## config.mk

```make
export PLATFORM = sky130hd
export DESIGN_NAME = reg_file_mp
export DESIGN_NICKNAME = d
export VERILOG_FILES = /design/src/rtl/rf_pkg.sv /design/src/rtl/rf_scoreboard.sv /design/src/rtl/reg_file_mp.sv
export SDC_FILE = /design/constraint.sdc
export NUM_CORES = 2
export LEC_CHECK = 0
export BUFFER_PORTS_ARGS = -buffer_cell sky130_fd_sc_hd__buf_2
export CAP_MARGIN = 20
export CORE_UTILIZATION = 25
export CTS_BUF_LIST = sky130_fd_sc_hd__clkbuf_16
export CTS_CLUSTER_SIZE = 10
export DETAILED_ROUTE_END_ITERATION = 10
export GPL_ROUTABILITY_DRIVEN = 0
export PLACE_DENSITY_LB_ADDON = 0.1
export SETUP_SLACK_MARGIN = 0.2
export SLEW_MARGIN = 20
export SYNTH_ARGS = -nofsm -noshare
export SYNTH_HDL_FRONTEND = slang
export SYNTH_SLANG_ARGS = --single-unit
```

## constraint.sdc

```tcl
create_clock -name clk -period 5.7 [get_ports clk]
set_input_delay 0.285 -clock clk [delete_from_list [all_inputs] [get_ports clk]]
set_output_delay 0.285 -clock clk [all_outputs]
set_load 0.02 [all_outputs]
```

## src/rtl/rf_pkg.sv

```systemverilog
// Shared definitions for the multi-port register file.
//   RF_DWIDTH   default register width
//   RF_DEPTH    default register count (power of two)
//   RF_ZERO_REG default for the hard-wired-zero register 0
//   rf_id_t     register ID type for the default depth
package rf_pkg;
    localparam int RF_DWIDTH   = 32;
    localparam int RF_DEPTH    = 32;
    localparam int RF_ZERO_REG = 1;
    localparam int RF_AW       = $clog2(RF_DEPTH);

    typedef logic [RF_AW-1:0] rf_id_t;
endpackage

```

## src/rtl/rf_scoreboard.sv

```systemverilog
// Per-register busy scoreboard.
//   clk, rst         clock, synchronous active-high reset
//   iss_v, iss_id    issue: marks iss_id busy
//   we0/wd_id0,
//   we1/wd_id1       writeback lanes: clear busy of the written ID
//   busy_next        next-state scoreboard (feeds the read-port bypass)
//   busy_vec         registered scoreboard state
module rf_scoreboard
    import rf_pkg::*;
#(
    parameter int DEPTH    = RF_DEPTH,
    parameter int ZERO_REG = RF_ZERO_REG,
    localparam int AW      = $clog2(DEPTH)
) (
    input  logic             clk,
    input  logic             rst,
    input  logic             iss_v,
    input  logic [AW-1:0]    iss_id,
    input  logic             we0,
    input  logic [AW-1:0]    wd_id0,
    input  logic             we1,
    input  logic [AW-1:0]    wd_id1,
    output logic [DEPTH-1:0] busy_next,
    output logic [DEPTH-1:0] busy_vec
);
    logic [DEPTH-1:0] set_dec;
    logic [DEPTH-1:0] clr_dec;

    always_comb begin
        set_dec = iss_v ? (DEPTH'(1) << iss_id) : '0;
        clr_dec = (we0 ? (DEPTH'(1) << wd_id0) : '0)
                | (we1 ? (DEPTH'(1) << wd_id1) : '0);
        // Set is applied after clear: a freshly issued producer stays
        // outstanding even if an older one retires to the same ID now.
        busy_next = (busy_vec & ~clr_dec) | set_dec;
        if (ZERO_REG != 0) busy_next[0] = 1'b0;
    end

    always_ff @(posedge clk) begin
        if (rst) busy_vec <= '0;
        else     busy_vec <= busy_next;
    end
endmodule

```

## src/rtl/reg_file_mp.sv

```systemverilog
// Multi-port register file: NREAD registered read ports with
// write-to-read bypass, two prioritised write lanes (lane 1 wins),
// and a busy scoreboard for issue.
//   clk, rst            clock, synchronous active-high reset
//   re                  read enable; outputs hold when low
//   rs_id               read IDs, port k at [k*AW +: AW]
//   rs_data, rs_busy    registered read data / busy flag per port
//   we0/wd_id0/wd0      write lane 0
//   we1/wd_id1/wd1      write lane 1 (higher priority)
//   iss_v, iss_id       issue request, marks iss_id busy
//   busy_vec            scoreboard state
module reg_file_mp
    import rf_pkg::*;
#(
    parameter int DWIDTH   = RF_DWIDTH,
    parameter int DEPTH    = RF_DEPTH,
    parameter int NREAD    = 2,
    parameter int ZERO_REG = RF_ZERO_REG,
    localparam int AW      = $clog2(DEPTH)
) (
    input  logic                    clk,
    input  logic                    rst,
    input  logic                    re,
    input  logic [NREAD*AW-1:0]     rs_id,
    output logic [NREAD*DWIDTH-1:0] rs_data,
    output logic [NREAD-1:0]        rs_busy,
    input  logic                    we0,
    input  logic [AW-1:0]           wd_id0,
    input  logic [DWIDTH-1:0]       wd0,
    input  logic                    we1,
    input  logic [AW-1:0]           wd_id1,
    input  logic [DWIDTH-1:0]       wd1,
    input  logic                    iss_v,
    input  logic [AW-1:0]           iss_id,
    output logic [DEPTH-1:0]        busy_vec
);
    logic [DWIDTH-1:0] mem [DEPTH];
    logic [DEPTH-1:0]  busy_next;

    // Writes to ID 0 are dropped by ID when register 0 is hard-wired.
    logic wr0_ok, wr1_ok;
    assign wr0_ok = we0 && !((ZERO_REG != 0) && (wd_id0 == '0));
    assign wr1_ok = we1 && !((ZERO_REG != 0) && (wd_id1 == '0));

    always_ff @(posedge clk) begin
        if (rst) begin
            for (int i = 0; i < DEPTH; i++) mem[i] <= '0;
        end else begin
            if (wr0_ok) mem[wd_id0] <= wd0;
            // Lane 1 is assigned last so it wins an ID collision.
            if (wr1_ok) mem[wd_id1] <= wd1;
        end
    end

    rf_scoreboard #(
        .DEPTH    (DEPTH),
        .ZERO_REG (ZERO_REG)
    ) u_sb (
        .clk       (clk),
        .rst       (rst),
        .iss_v     (iss_v),
        .iss_id    (iss_id),
        .we0       (we0),
        .wd_id0    (wd_id0),
        .we1       (we1),
        .wd_id1    (wd_id1),
        .busy_next (busy_next),
        .busy_vec  (busy_vec)
    );

    // Per-port bypass mux: each port sees the register as it will be
    // after this edge's writes.
    logic [DWIDTH-1:0] rd_nxt [NREAD];
    logic              rb_nxt [NREAD];

    for (genvar k = 0; k < NREAD; k++) begin : g_rd
        logic [AW-1:0] id;
        logic          zero_id;
        assign id      = rs_id[k*AW +: AW];
        assign zero_id = (ZERO_REG != 0) && (id == '0);

        always_comb begin
            if (zero_id)                   rd_nxt[k] = '0;
            else if (we1 && wd_id1 == id)  rd_nxt[k] = wd1;
            else if (we0 && wd_id0 == id)  rd_nxt[k] = wd0;
            else                           rd_nxt[k] = mem[id];
        end
        assign rb_nxt[k] = busy_next[id];
    end

    always_ff @(posedge clk) begin
        if (rst) begin
            rs_data <= '0;
            rs_busy <= '0;
        end else if (re) begin
            for (int k = 0; k < NREAD; k++) begin
                rs_data[k*DWIDTH +: DWIDTH] <= rd_nxt[k];
                rs_busy[k]                  <= rb_nxt[k];
            end
        end
    end
endmodule

```

Word-level counts from Yosys, hierarchy flattened
Memory sizes are Yosys's and may differ from the RTL's.
Index checks and enable logic that the tools add are counted.
{ "word_totals": {"reg_bits": 98, "mem_bits_rw": 1024, "output_inout_bits": 98, "word_cells": 59, "memories": 1} }
{ "classes": {"n_lt_le_gt_ge": 2, "n_eq_ne": 4, "shifts": 3, "muxes": 27, "n_bitwise": 4, "reduce_logical": 14} }
{ "mem_list": {"columns": ["name", "words", "word_bits", "rd", "rd_clocked_by_memory_dff", "write_ports", "line", "rtl"], "rows": [
  ["mem", 32, 32, 2, 0, 32, "reg_file_mp.sv:37", "logic [DWIDTH-1:0] mem [DEPTH];"]
]} }
{ "op_table": {"columns": ["operator", "n"], "rows": [
  ["32-bit two-way mux", 11],
  ["1-bit by 5-bit << shifter with 32-bit output, first input constant", 3],
  ["32-bit bitwise OR", 2],
  ["32-bit OR reduction", 2],
  ["32-bit bitwise AND", 1],
  ["32-bit NOT", 1],
  ["5-bit == test", 4],
  ["5-bit logical NOT", 4],
  ["5-bit by 6-bit less-than comparator with 1-bit output, second input constant", 2],
  ["1-bit two-way mux", 12],
  ["1-bit binary-select mux with 5-bit select", 2],
  ["5-bit two-way mux", 2],
  ["1-bit logical AND", 6],
  ["1-bit logical NOT", 2]
]} }

Depth between registers and ports, before layout
{ "logic_depth": {"ltp_word": 8, "mapped_depth": 10, "ltp_nobuf": 6} }

Modules after synthesis
A second synthesis with hierarchy kept.
{ "unflattened": {"cells_unflattened": 4684, "area_unflattened_um2": 64732.1} }
{ "modules_own_cells": {"columns": ["mod", "instances", "cells_per_inst", "area_per_inst_um2", "seq_area_each_um2"], "rows": [
  ["reg_file_mp", 1, 4468, 62962.9, 32070.8],
  ["rf_scoreboard", 1, 216, 1769.2, 620.6]
]} }

Least setup slack after synthesis
No wires, ideal clock.
{ "synth_path": {"path_kind": "input -> register", "startpoint": "in wd_id0[4]", "endpoint": "mem mem[11][0] (netlist bit), enable pin", "arrival_time_ns": 3.458, "t_required_ns": 5.234, "path_slack_ns": 1.776, "path_stages": 5, "path_cell_list": "clkbuf_1 nand2b_1 nor3_1 nand3_1 o21ai_0"} }
{ "synth_rtl": {"columns": ["item", "line", "rtl"], "rows": [
  ["from (decl)", "reg_file_mp.sv:28", "input logic [AW-1:0] wd_id0,"],
  ["to (decl)", "reg_file_mp.sv:37", null]
]} }

==> results.sh <==
export IMPL_p_comb_share_pct=14.2
export IMPL_postLayoutCoreUtil_pct=29.0
export IMPL_wire_per_inst_um=44.4
export IMPL_synth_top_area_share_pct=48.4
export IMPL_dieHeight_um=506
export IMPL_synth_top_family_by_area="multiplexers"
export IMPL_setup_tns_ps=0
export IMPL_critPathCaptureType="register"
export IMPL_overflow=0
export IMPL_relSlewSlack_pct=18.1
export IMPL_syn_to_final_growth_pct=15.1
export IMPL_htreeDepth=4
export IMPL_final_max_slew_viol_count=0
export IMPL_synth_simple_area_share_pct=2.69
export IMPL_grt_pass1_wl_um=443000
export IMPL_route_vias_total=45300
export IMPL_grt_usage_pct=25.7
export IMPL_synth_compound_area_share_pct=17.3
export IMPL_hpwl_um=194000
export IMPL_wl_um=334000
export IMPL_synth_area_mux_share_pct=23.7
export IMPL_detailed_place_area_um2=68400
export IMPL_max_vdd_ir_drop_mv=0.318
export IMPL_cpMostUsedCell="buf_4"
export IMPL_synth_main_ff_cell="edfxtp_1"
export IMPL_finalCritPeriodShare_pct=64.5
export IMPL_clock_path_buffers=3
export IMPL_fin_area_um2=73100
export IMPL_rows=184
export IMPL_clock_sinks=1121
export IMPL_setup_worst_path_class="in -> reg"
export IMPL_die_w_um=506
export IMPL_syn_inst=4187
export IMPL_switching_share_pct=28.3
export IMPL_n_fill_cell=25000
export IMPL_cts_tree="done"
export IMPL_cts_clk_slew_worst_paths_ps=60
export IMPL_grt_max_degree=106
export IMPL_setup_viol=0
export IMPL_cts_resized_gates=0
export IMPL_first_iter_violations=4977
export IMPL_syn_area_um2=63500
export IMPL_synth_seq_area_share_pct=51.5
export IMPL_synthXorXnorAreaFrac_pct=0.276
export IMPL_antenna_found_initial=27
export IMPL_drc=0
export IMPL_power_share_clock_pct=41.4
export IMPL_grt_pass1_vias=45300
export IMPL_cellPowerDensity_nw_per_um2=303
export IMPL_leakagePower_nw=24.0
export IMPL_crit_fanout=47
export IMPL_worstPathRequired_ps=6360
export IMPL_cp_top_family="buffers and inverters"
export IMPL_drive_gt1_share_pct=31.0
export IMPL_via_per_inst=6.02
export IMPL_cts_root_buf="clkbuf_16"
export IMPL_outcome="finished, final reports clean"
export IMPL_synth_seq_cells=1121
export IMPL_postCtsSetupBuffers=0
export IMPL_final_net_count=4145
export IMPL_ys_top_cells_by_count="edfxtp_1 (1024), a22o_1 (999), mux4_2 (640), clkbuf_1 (448), buf_2 (127)"
export IMPL_detail_route_first_pass_iterations=7
export IMPL_ys_async_sr_fraction_pct=0
export IMPL_clock_latency_ps=810
export IMPL_p_sw_w=0.00626
export IMPL_synth_edf_count=1024
export IMPL_rsz0062_at_grt="no"
export IMPL_cp_slowest_cell="nor3_2"
export IMPL_boundaryPins=193
export IMPL_p_int_w=0.0159
export IMPL_p_seq_share_pct=44.3
export IMPL_maxCapViolCount=0
export IMPL_synth_area_top_cells="edfxtp_1 (48%), mux4_2 (23%), a22o_1 (14%)"
export IMPL_yosys_warnings=0
export IMPL_fmaxAchievable_mhz=272
export IMPL_yosys_cell_count_top_type="edfxtp_1"
export IMPL_worst_pin_slew_ps=1230
export IMPL_crit_path_max_incr_delay_ps=1040
export IMPL_die_area_um2=256000
export IMPL_numCtsBuffers=149
export IMPL_avgSynthCellArea_um2=15.2
export IMPL_core_area_um2=252000
export IMPL_cp_num_buf_inv=5
export IMPL_start_util_pct=25.2
export IMPL_synth_cell_type_count=63
export IMPL_drtAntennaViolNets=0
export IMPL_power_w=0.0221
export IMPL_hold_class="in -> reg"
export IMPL_yosys_area_top_type="edfxtp_1"
export IMPL_synth_fa_ha_area_share_pct=0
export IMPL_hold_viol=0
export IMPL_io_buffers=191
export IMPL_finClkSkew_ps=30.1
export IMPL_crit_chain="dlygate4sd3_1 > buf_6 > inv_2 > buf_4 > nand2b_1 > nor3_2 > buf_4 > a22o_1"
export IMPL_period_minus_slack_ps=3680
export IMPL_cp_start_kind="primary input"
export IMPL_whs_ps=65.6
export IMPL_critPathArrivalTime_ps=4330
layer usage:
metal / GRT usage (%) / wire length [um] / up-vias
li1: - / - / 17500
met1: 34.1 / 141000 / 25100
met2: 41.9 / 159000 / 2109
met3: 3.96 / 20000 / 565
met4: 10.1 / 14400 / 12
met5: 0.0926 / 80 / -
state kept, by name, indices dropped and copies added (netlist names):
signal         flops
u_sb.busy_vec     31
mem             1024
rs_busy            2
rs_data           64
through the flow:
stage / cells / worst slack (ps)
CTS: 7517 / 2250
detailed placement: 7238 / 1890
finish: 7524 / 2020
global placement: 7236 / 1950
global route: 7519 / 2140
floorplan: 4219 / 1780
layout make-up:
cell class | instances | area [um^2] | share of cell area [%]
Timing Repair Buffer | 368 | 2680 | 3.67
Antenna cell | 7 | 17.5 | 0.0240
Sequential cell | 1121 | 32700 | 44.7
Multi-Input combinational cell | 2402 | 28900 | 39.5
Clock inverter | 114 | 681 | 0.931
Inverter | 8 | 31.3 | 0.0428
Tap cell | 3348 | 4190 | 5.73
Clock buffer | 156 | 3900 | 5.34
cells by family after synthesis:
logic type,count (synthesis)
AO/OA/AOI/OAI,1327
flip-flops,1121
multiplexers,705
buffers and inverters,696
AND/OR/NAND/NOR,317
XOR/XNOR,20
other,1
path summary, 6_finish.rpt:
path | cells past startpoint | start | endpoint | slack (ps)
hold reg to reg | 2 | rs_data[5] | rs_data[5] | 500
setup / recovery | 8 | rst | mem[24][13] | 2020
setup reg to reg | 6 | mem[30][25] | rs_data[57] | 3370
hold / removal | 2 | wd0[25] | mem[27][25] | 70
power groups by stage:
stage                     logic (W)  registers, W  clock network, W
after floorplan             0.00182       0.00988                 0
after global placement      0.00314       0.00997                 0
after detailed placement    0.00314       0.00998                 0
after CTS                   0.00315       0.00981           0.00934
after global routing        0.00324       0.00987           0.00962
final                       0.00315       0.00981           0.00917
repair_timing:
action,in CTS,in global routing
endpoints found under the setup margin,0,0
endpoints found under the hold margin,30,0
hold buffers,9,0
cell usage in the layout, fill, tap and decap left out, types with 12 or more instances in the layout:
cell type	Yosys	final
nor2_1	59	28
nand2_1	113	103
buf_12	0	21
a21oi_1	73	73
and2_1	15	15
nor3_2	14	19
dfxtp_1	97	97
o221ai_1	38	25
clkbuf_16	0	156
o221ai_4	0	13
nor3_4	0	14
o21ai_1	39	39
a22o_1	999	999
o22ai_1	12	12
nor2_4	0	30
inv_1	8	53
xor2_1	12	12
a22oi_1	66	66
o211ai_1	41	41
conb_1	1	33
o21ai_0	20	13
mux4_2	640	640
edfxtp_1	1024	1024
clkinv_1	0	40
nand3_1	15	13
buf_2	127	180
nand2b_1	16	13
buf_4	9	148
mux2i_1	65	65
Note: power is estimated with default switching activity, not from simulation.
